==> src/rtl/poker_key_input.sv <==
// poker_key_input
//   Turns USB HID keycodes (already synchronous to clk) into poker actions
//   for the hand-state FSM. It also keeps an on-screen bet entry of up to
//   MAX_DIGITS BCD digits.
//
//   Build option: define POKER_KEY_REPEAT_EN to make a held Backspace
//   auto-repeat. The first repeat comes after REPEAT_DELAY cycles and the
//   rest follow every REPEAT_RATE cycles. Without the macro no repeat
//   counter is built.
//
// Ports
//   clk, reset_n           clock, asynchronous active-low reset
//   keycode[31:0]          four HID keycodes; only [7:0] is decoded
//   enable                 high while the FSM waits for this player's action
//   to_call, player_stack  sampled only at the commit key press
//   action_valid/ready     offer handshake; type/amount stay stable while offered
//   action_type            0 FOLD, 1 CHECK_CALL, 2 BET_RAISE, 3 ALL_IN
//   action_amount          chips committed by the offered action
//   entry_amount           binary value of the BCD entry (saturated)
//   entry_digits           number of digits entered
//   entry_error            one-cycle pulse when a commit is rejected
module poker_key_input #(
  parameter int MAX_STACK_W  = 11,
  parameter int MAX_DIGITS   = 4,
  parameter int REPEAT_DELAY = 12_500_000,
  parameter int REPEAT_RATE  = 2_500_000
) (
  input  logic                   clk,
  input  logic                   reset_n,
  input  logic [31:0]            keycode,
  input  logic                   enable,
  input  logic [MAX_STACK_W-1:0] to_call,
  input  logic [MAX_STACK_W-1:0] player_stack,
  output logic                   action_valid,
  input  logic                   action_ready,
  output logic [1:0]             action_type,
  output logic [MAX_STACK_W-1:0] action_amount,
  output logic [MAX_STACK_W-1:0] entry_amount,
  output logic [2:0]             entry_digits,
  output logic                   entry_error
);

  typedef enum logic {IDLE, PEND} state_t;

  localparam logic [1:0] ACT_FOLD  = 2'd0;
  localparam logic [1:0] ACT_CALL  = 2'd1;
  localparam logic [1:0] ACT_BET   = 2'd2;
  localparam logic [1:0] ACT_ALLIN = 2'd3;

  localparam logic [7:0] KC_A      = 8'h04;
  localparam logic [7:0] KC_B      = 8'h05;
  localparam logic [7:0] KC_C      = 8'h06;
  localparam logic [7:0] KC_F      = 8'h09;
  localparam logic [7:0] KC_DIG1   = 8'h1E;
  localparam logic [7:0] KC_DIG0   = 8'h27;
  localparam logic [7:0] KC_ENTER  = 8'h28;
  localparam logic [7:0] KC_ESC    = 8'h29;
  localparam logic [7:0] KC_BSPACE = 8'h2A;

  localparam logic [31:0] ENTRY_MAX  = 32'((64'd1 << MAX_STACK_W) - 64'd1);
  localparam logic [2:0]  DIGITS_CAP = 3'(MAX_DIGITS);

  state_t                 state_reg, state_next;
  logic [7:0]             kc;
  logic [7:0]             prev_kc_reg;
  logic                   enable_prev_reg;
  logic                   enable_rise;
  logic [3:0]             bcd_reg  [MAX_DIGITS];
  logic [3:0]             bcd_next [MAX_DIGITS];
  logic [2:0]             digits_reg, digits_next;
  logic [1:0]             type_reg, type_next;
  logic [MAX_STACK_W-1:0] amount_reg, amount_next;
  logic                   error_reg, error_next;
  logic                   key_event;
  logic                   rpt_fire;
  logic                   is_digit;
  logic [7:0]             kc_off;
  logic [3:0]             digit_val;
  logic [31:0]            entry_raw;
  logic                   unused_hi_keycode;

  assign kc                = keycode[7:0];
  assign unused_hi_keycode = ^keycode[31:8];
  assign enable_rise       = enable && !enable_prev_reg;

  // A key produces an event only on the cycle its code first appears, so a
  // held key produces exactly one event. An auto-repeat adds extra events.
  assign key_event = ((kc != 8'h00) && (kc != prev_kc_reg)) || rpt_fire;

  // Digit decode: 0x1E..0x26 are 1..9, and 0x27 is 0.
  assign is_digit  = (kc >= KC_DIG1) && (kc <= KC_DIG0);
  assign kc_off    = kc - 8'h1D;
  assign digit_val = (kc == KC_DIG0) ? 4'd0 : kc_off[3:0];

  // BCD to binary. The most significant digit is folded in first. The result
  // saturates at the largest chip amount.
  always_comb begin
    entry_raw = '0;
    for (int i = MAX_DIGITS - 1; i >= 0; i--) begin
      entry_raw = entry_raw * 32'd10 + 32'(bcd_reg[i]);
    end
    if (entry_raw > ENTRY_MAX) entry_amount = '1;
    else                       entry_amount = entry_raw[MAX_STACK_W-1:0];
  end

`ifdef POKER_KEY_REPEAT_EN
  // rpt_cnt_reg counts the cycles since the last Backspace event, whether that
  // event was real or a repeat. rpt_phase_reg selects the delay or rate period.
  logic [31:0] rpt_cnt_reg;
  logic        rpt_phase_reg;
  logic        bs_held;

  assign bs_held  = (kc == KC_BSPACE) && (prev_kc_reg == KC_BSPACE);
  assign rpt_fire = bs_held && (rpt_phase_reg ? (rpt_cnt_reg == 32'(REPEAT_RATE))
                                              : (rpt_cnt_reg == 32'(REPEAT_DELAY)));

  always_ff @(posedge clk or negedge reset_n) begin
    if (!reset_n) begin
      rpt_cnt_reg   <= '0;
      rpt_phase_reg <= 1'b0;
    end else if (kc != prev_kc_reg) begin
      rpt_cnt_reg   <= 32'd1;
      rpt_phase_reg <= 1'b0;
    end else if (rpt_fire) begin
      rpt_cnt_reg   <= 32'd1;
      rpt_phase_reg <= 1'b1;
    end else if (bs_held) begin
      rpt_cnt_reg   <= rpt_cnt_reg + 32'd1;
    end
  end
`else
  logic unused_repeat_cfg;
  assign rpt_fire          = 1'b0;
  assign unused_repeat_cfg = ^{REPEAT_DELAY, REPEAT_RATE};
`endif

  // State register
  always_ff @(posedge clk or negedge reset_n) begin
    if (!reset_n) state_reg <= IDLE;
    else          state_reg <= state_next;
  end

  // Next-state logic and datapath
  always_comb begin
    state_next  = state_reg;
    bcd_next    = bcd_reg;
    digits_next = digits_reg;
    type_next   = type_reg;
    amount_next = amount_reg;
    error_next  = 1'b0;

    case (state_reg)
      IDLE: begin
        if (enable_rise) begin
          // A new turn starts with an empty entry. A key that lands on the
          // same cycle as the rise is dropped, not applied.
          for (int i = 0; i < MAX_DIGITS; i++) bcd_next[i] = 4'd0;
          digits_next = '0;
        end else if (enable && key_event) begin
          if (is_digit) begin
            if ((digits_reg < DIGITS_CAP) && !((digit_val == 4'd0) && (digits_reg == 3'd0))) begin
              for (int i = MAX_DIGITS - 1; i > 0; i--) bcd_next[i] = bcd_reg[i-1];
              bcd_next[0] = digit_val;
              digits_next = digits_reg + 3'd1;
            end
          end else begin
            case (kc)
              KC_BSPACE: begin
                if (digits_reg != 3'd0) begin
                  for (int i = 0; i < MAX_DIGITS - 1; i++) bcd_next[i] = bcd_reg[i+1];
                  bcd_next[MAX_DIGITS-1] = 4'd0;
                  digits_next = digits_reg - 3'd1;
                end
              end
              KC_ESC: begin
                for (int i = 0; i < MAX_DIGITS; i++) bcd_next[i] = 4'd0;
                digits_next = '0;
              end
              KC_F: begin
                state_next  = PEND;
                type_next   = ACT_FOLD;
                amount_next = '0;
              end
              KC_C: begin
                state_next  = PEND;
                type_next   = ACT_CALL;
                amount_next = (to_call < player_stack) ? to_call : player_stack;
              end
              KC_A: begin
                if (player_stack != '0) begin
                  state_next  = PEND;
                  type_next   = ACT_ALLIN;
                  amount_next = player_stack;
                end else begin
                  error_next  = 1'b1;
                end
              end
              KC_B, KC_ENTER: begin
                if ((entry_amount > to_call) && (entry_amount <= player_stack)) begin
                  state_next  = PEND;
                  type_next   = ACT_BET;
                  amount_next = entry_amount;
                end else begin
                  error_next  = 1'b1;
                end
              end
              default: ;
            endcase
          end
        end
      end
      PEND: begin
        // The offer stays up even if enable drops. It ends only on a transfer.
        if (action_ready || enable_rise) begin
          for (int i = 0; i < MAX_DIGITS; i++) bcd_next[i] = 4'd0;
          digits_next = '0;
        end
        if (action_ready) state_next = IDLE;
      end
      default: state_next = IDLE;
    endcase
  end

  always_ff @(posedge clk or negedge reset_n) begin
    if (!reset_n) begin
      prev_kc_reg     <= '0;
      enable_prev_reg <= 1'b0;
      digits_reg      <= '0;
      type_reg        <= ACT_FOLD;
      amount_reg      <= '0;
      error_reg       <= 1'b0;
      for (int i = 0; i < MAX_DIGITS; i++) bcd_reg[i] <= 4'd0;
    end else begin
      prev_kc_reg     <= kc;
      enable_prev_reg <= enable;
      digits_reg      <= digits_next;
      type_reg        <= type_next;
      amount_reg      <= amount_next;
      error_reg       <= error_next;
      bcd_reg         <= bcd_next;
    end
  end

  // action_valid comes from the state register, so an asynchronous reset
  // removes the offer at once.
  assign action_valid  = (state_reg == PEND);
  assign action_type   = type_reg;
  assign action_amount = amount_reg;
  assign entry_digits  = digits_reg;
  assign entry_error   = error_reg;

endmodule

==> config.mk <==
export PLATFORM = sky130hd
export DESIGN_NAME = poker_key_input
export DESIGN_NICKNAME = d
export VERILOG_FILES = /design/src/rtl/poker_key_input.sv
export SDC_FILE = /design/constraint.sdc
export NUM_CORES = 1
export LEC_CHECK = 0
export ABC_AREA = 1
export ABC_CLOCK_PERIOD_IN_PS = 8900
export BUFFER_PORTS_ARGS = -buffer_cell sky130_fd_sc_hd__buf_4
export CORE_MARGIN = 1
export CORE_UTILIZATION = 59
export CTS_CLUSTER_DIAMETER = 200
export DETAILED_ROUTE_END_ITERATION = 12
export HOLD_SLACK_MARGIN = 0.05
export MAX_ROUTING_LAYER = met4
export PLACE_DENSITY_LB_ADDON = 0.08
export SLEW_MARGIN = 5
export SYNTH_ARGS = -nofsm -noshare
export SYNTH_HDL_FRONTEND = slang
export SYNTH_SLANG_ARGS = --single-unit
==> constraint.sdc <==
create_clock -name clk -period 8.9 [get_ports clk]
set_input_delay 1.78 -clock clk [delete_from_list [all_inputs] [get_ports clk]]
set_output_delay 1.78 -clock clk [all_outputs]
set_load 0.02 [all_outputs]
# After elaboration in Yosys (flattened, before gate mapping)
# Cells that the tools add are included.
# totals
regBits,43
input_bits,58
output_inout_bits,29
word_cells,106
# op_classes
addsub,6
multipliers,3
order_cmp,7
n_eq_ne,16
mux,40
bitwise,3
n_reduce_logical,20
# op_table
operator,n
16-bit two-way mux,6
16-bit one-hot mux with 2 select lines,2
11-bit two-way mux,4
11-bit one-hot mux with 4 select lines,1
8-bit by 6-bit == test with 1-bit output (second input constant),4
8-bit by 3-bit == test with 1-bit output (second input constant),3
18-bit by 4-bit adder with 19-bit output,1
19-bit by 11-bit > comparator with 1-bit output (second input constant),1
3-bit two-way mux,6
14-bit by 3-bit multiplier with 17-bit output (second input constant),1
13-bit by 4-bit adder with 14-bit output,1
9-bit by 3-bit multiplier with 12-bit output (second input constant),1
1-bit two-way mux,12
3-bit one-hot mux with 2 select lines,2
11-bit > comparator,1
11-bit <= comparator,1
11-bit < comparator,1
11-bit nonzero test,1
8-bit by 4-bit adder with 9-bit output,1
8-bit by 4-bit == test with 1-bit output (second input constant),1
8-bit by 5-bit >= comparator with 1-bit output (second input constant),1
8-bit by 6-bit <= comparator with 1-bit output (second input constant),1
8-bit != test,1
2-bit one-hot mux with 4 select lines,1
27 further kinds,40

# Logic depth before layout (Yosys ltp)
# depth
depth_word,16
depth_mapped,50
depth_no_buf,48

# Worst setup path before layout
# No wires, ideal clock.
# synth_path
path_type,register to output
from,register bcd_reg[1] (netlist bit)
to,output port entry_amount[10]
arrival_time_ns,5.471
t_required_ns,7.120
slack_ns,1.649
stages_incl_launch_ff,34
n_path_buf,1
cell_sequence,dfrtp_1 -> ha_1 -> ha_1 -> fa_1 -> nand2_1 -> nor2_1 -> xor2_1 -> inv_1 -> ha_1 -> ha_1 -> inv_1 -> o21ai_0 -> a21oi_1 -> o21ai_0 -> a21o_1 -> nand2_1 -> nor3_1 -> xnor2_1 -> inv_1 -> ha_1 -> ha_1 -> nand2_1 -> inv_1 -> a21oi_1 -> nand3_1 -> nand2_1 -> nand2_1 -> nor2_1 -> nand4_1 -> nand2_1 -> nand2_1 -> nor2_1 -> buf_6 -> nand3_2
# synth_between
elab_chain_len,8
# synth_lines
element,line_no,text
"start, declared",68,logic [3:0] bcd_reg [MAX_DIGITS];
"start signal, assigned",240,bcd_reg <= bcd_next;
4-bit by 3-bit multiplier with 7-bit output *,100,entry_raw = entry_raw * 32'd10 + 32'(bcd_reg[i]);
8-bit by 4-bit adder with 9-bit output *,100,
9-bit by 3-bit multiplier with 12-bit output *,100,
13-bit by 4-bit adder with 14-bit output *,100,
14-bit by 3-bit multiplier with 17-bit output *,100,
18-bit by 4-bit adder with 19-bit output *,100,
19-bit by 11-bit > comparator with 1-bit output,102,if (entry_raw > ENTRY_MAX) entry_amount = '1;
11-bit two-way mux *,102,
"end, declared",38,"output logic [MAX_STACK_W-1:0] entry_amount,"
# Every way passes the cells marked *; elsewhere a longest branch is shown, timed or not.

# Worst setup path after layout
# layout_path
from,register bcd_reg[1] (netlist bit)
to,output port entry_amount[0]
# layout_between
elab_chain_len,8
# layout_lines
element,line_no
4-bit by 3-bit multiplier with 7-bit output,100
8-bit by 4-bit adder with 9-bit output,100
9-bit by 3-bit multiplier with 12-bit output,100
13-bit by 4-bit adder with 14-bit output,100
14-bit by 3-bit multiplier with 17-bit output,100
18-bit by 4-bit adder with 19-bit output,100
19-bit by 11-bit > comparator with 1-bit output,102
11-bit two-way mux,102
# Every way passes these cells.

==> results.py <==
metrics = {
    "floorplanning": {
        "die_w_um": 101,
        "io_pins": 87,
        "rows": 35,
        "die_area_um2": 10200,
        "dieHeight_um": 101,
        "coreArea_um2": 9370,
        "start_util_pct": 61.5,
    },
    "sta": {
        "finalSetupTns_ns": 0,
        "clock_skew_ns": 0.00477,
        "post-route-period-util_pct": 94.1,
        "fmax_mhz": 119,
        "finalSetupViolCount": 0,
        "relSlewSlack_pct": 34.0,
        "tightest_slew_ns": 0.988,
        "fin_ws_ns": 0.528,
        "timing.hold.ws_ns": 0.489,
        "grt_setup_unrepaired": "false",
        "finalCriticalPeriod_ns": 8.37,
        "finalHoldViolCount": 0,
        "drv_slew": 0,
    },
    "synth": {
        "syn_inst": 843,
        "ys.flop_type": "dfrtp_1",
        "syn_nets": 993,
        "synth.area.top_cells": "dfrtp_1, ha_1, nand2_1",
        "yosys_warnings": 0,
        "syn_area_um2": 5770,
        "synth_edf_count": 0,
        "synth-seq-area-share_pct": 18.7,
        "syn_area_per_cell_um2": 6.84,
        "yosysTopAreaCell": "dfrtp_1",
        "async_reset_ff_share_pct": 100,
        "synth_seq_cells": 43,
        "yosysMostFrequentCell": "nand2_1",
        "yosys.area.top_type_share_pct": 18.7,
        "post_synth_num_cell_types": 47,
        "yosys-top-cells-count": "nand2_1, inv_1, ha_1",
    },
    "power_and_ir_drop": {
        "p_per_area_nw_per_um2": 84.1,
        "power_uw": 545,
        "max-vdd-ir-drop_mv": 0.154,
        "leakagePower_uw": 0.00362,
    },
    "place": {
        "dpl_cell_area_um2": 6340,
        "post-dp-hpwl_um": 11000,
        "port_buffers": 62,
        "place_ws_ns": 0.624,
        "gp_congestion": 0.953,
    },
    "hold_path": {
        "hold_path_depth": 2,
        "hp-class": "flop to flop",
        "hold_path_startpoint": "action_amount[5]",
        "min_to": "action_amount[5]",
    },
    "finish": {
        "largest_reg_flops": 16,
        "final_area_um2": 6480,
        "area_delta_synth_final_pct": 12.4,
        "fin_nets": 1053,
        "n_antenna_cell": 0,
        "drive_above_1_share_pct": 15.2,
        "fillers": 860,
    },
    "route": {
        "routedWlPerCell_um": 12.8,
        "totalWireLength_um": 13200,
        "firstDrtPassIters": 5,
        "initialDrtViolationCount": 170,
        "vias": 5561,
        "via_per_inst": 5.38,
        "ant_nets": 0,
        "drcViolationCount": 0,
    },
    "grt": {
        "grt_pass1_vias": 5330,
        "overflow": 0,
        "antenna_found_initial": 0,
        "grt_pass1_wl_um": 22800,
        "gr-usage-all-layers_pct": 28.2,
        "grt_max_degree": 44,
    },
    "clocking": {
        "cts_htree_levels": 2,
        "cts_root_buffer": "clkbuf_8",
        "numCtsBuffers": 5,
        "cts_buffer_depth": 2,
        "worstSkewPairLatency_ns": 0.30,
        "clk_pin_slew_ns": 0.09,
        "cts_tree": "done",
        "cts_sinks": 43,
    },
    "worst_setup_path": {
        "r2r_slack_ns": 0.86,
        "cp_slowest_stage_delay_ns": 0.67,
        "r2r_cells": 43,
        "crit_type": "flop to primary output",
        "crit_path_top_delay_cell": "nor4_1",
        "r2r_start": "bcd_reg[1]",
        "path_common_cell": "nand2_1",
        "cp_max_fo": 11,
        "arrival_ns": 6.59,
        "cp-end-kind": "primary output",
        "r2r_end": "action_amount[0]",
        "cp-start-kind": "flop",
        "required_ns": 7.12,
    },
    "flow_run": {
        "cap_violations": 0,
    },
    "outcome": {
        "status": "complete, no violations",
    },
}
-- worst max path at each step --
stage	slack, ns	to	start	depth (start not counted)
floorplan	1.65	entry_amount[10]	bcd_reg[1]	33
global placement	0.76	action_amount[0]	bcd_reg[1]	44
detailed placement	0.62	action_amount[0]	bcd_reg[1]	45
CTS	0.43	entry_amount[0]	bcd_reg[1]	34
global route	0.01	entry_amount[0]	bcd_reg[1]	35
finish	0.53	entry_amount[0]	bcd_reg[1]	31
-- critical path: cells and delay by family, from the launching register on --
kind | cells | cell delay [ns]
flip-flops | 1 | 0.45
AO/OA/AOI/OAI | 3 | 0.48
XOR/XNOR | 1 | 0.14
buffers and inverters | 5 | 0.51
AND/OR/NAND/NOR | 15 | 2.28
adder cells (fa/ha/maj) | 7 | 2.41
-- what timing repair did --
item,4_1_cts,5_1_grt
resized for setup,0,4
hold buffers,0,0
buffers inserted,0,1
endpoints found under the setup margin,0,24
-- final cells by class --
type | count | area, um2 | share of cell area (%)
multi-input combinational | 665 | 4160 | 64.1
sequential | 43 | 1080 | 16.6
timing repair buffer | 67 | 515 | 7.96
inverter | 121 | 454 | 7.01
tap | 129 | 161 | 2.49
clock buffer | 5 | 68.8 | 1.06
clock inverter | 3 | 47.5 | 0.734
-- report_power, final --
group | leakage, uW | internal [uW] | switching, uW
combinational | 0.00298 | 68.7 | 103
clock | 0.0000587 | 85.1 | 73.1
sequential | 0.000574 | 205 | 9.89
-- cells in the final DEF (no fill, tap or decap), drive strengths merged --
cell type  count
ha            86
a211oi         1
xnor2         13
bufinv         1
nand3b         3
clkbuf         5
inv          122
nor3          11
o22ai          1
fa             6
nand2        245
o31ai          9
nand3         63
buf           67
a31oi          3
nor3b          2
and3           1
a22oi          9
nand4         16
o211ai         5
conb           1
xor2          18
nor4b          1
mux2i          1
o21ai         45
a21o           2
or2            6
a21oi         40
dfrtp         43
o2111ai        2
a2111oi        1
nor4           7
a32oi          1
nor2          65
clkinv         1
a211o          1
-- kinds of logic (layout without fill, tap and decap cells) --
| family | count (synthesis) | after routing | synth area share [%] |
|---|---|---|---|
| and+or+nand+nor | 420 | 420 | 34.2 |
| buffers and inverters | 135 | 196 | 9.38 |
| AOI/OAI and AO/OA | 120 | 120 | 12.1 |
| adders and majority gates | 92 | 92 | 20.7 |
| DFF | 43 | 43 | 18.7 |
| xor gates and xnor gates | 31 | 31 | 4.71 |
| other | 1 | 1 | 0.0650 |
| muxes | 1 | 1 | 0.174 |
-- layer usage --
| layer | part of all wire (%) | wire length (um) | global-route usage, % |
|---|---|---|---|
| met4 | 1.1 | 151 | 6.02 |
| met5 | 0 | 0 | - |
| met3 | 4.0 | 524 | 3.19 |
| met1 | 47 | 6170 | 36.5 |
| met2 | 48 | 6350 | 47.6 |
-- stage by stage --
stage,utilization [%],instances
after floorplan,-,843
after global placement,67.6,1024
after detailed placement,67.6,1024
after CTS,68.9,1032
after global routing,69.1,1033
final,69.1,1033
Note: power is estimated with default switching activity, not from simulation.
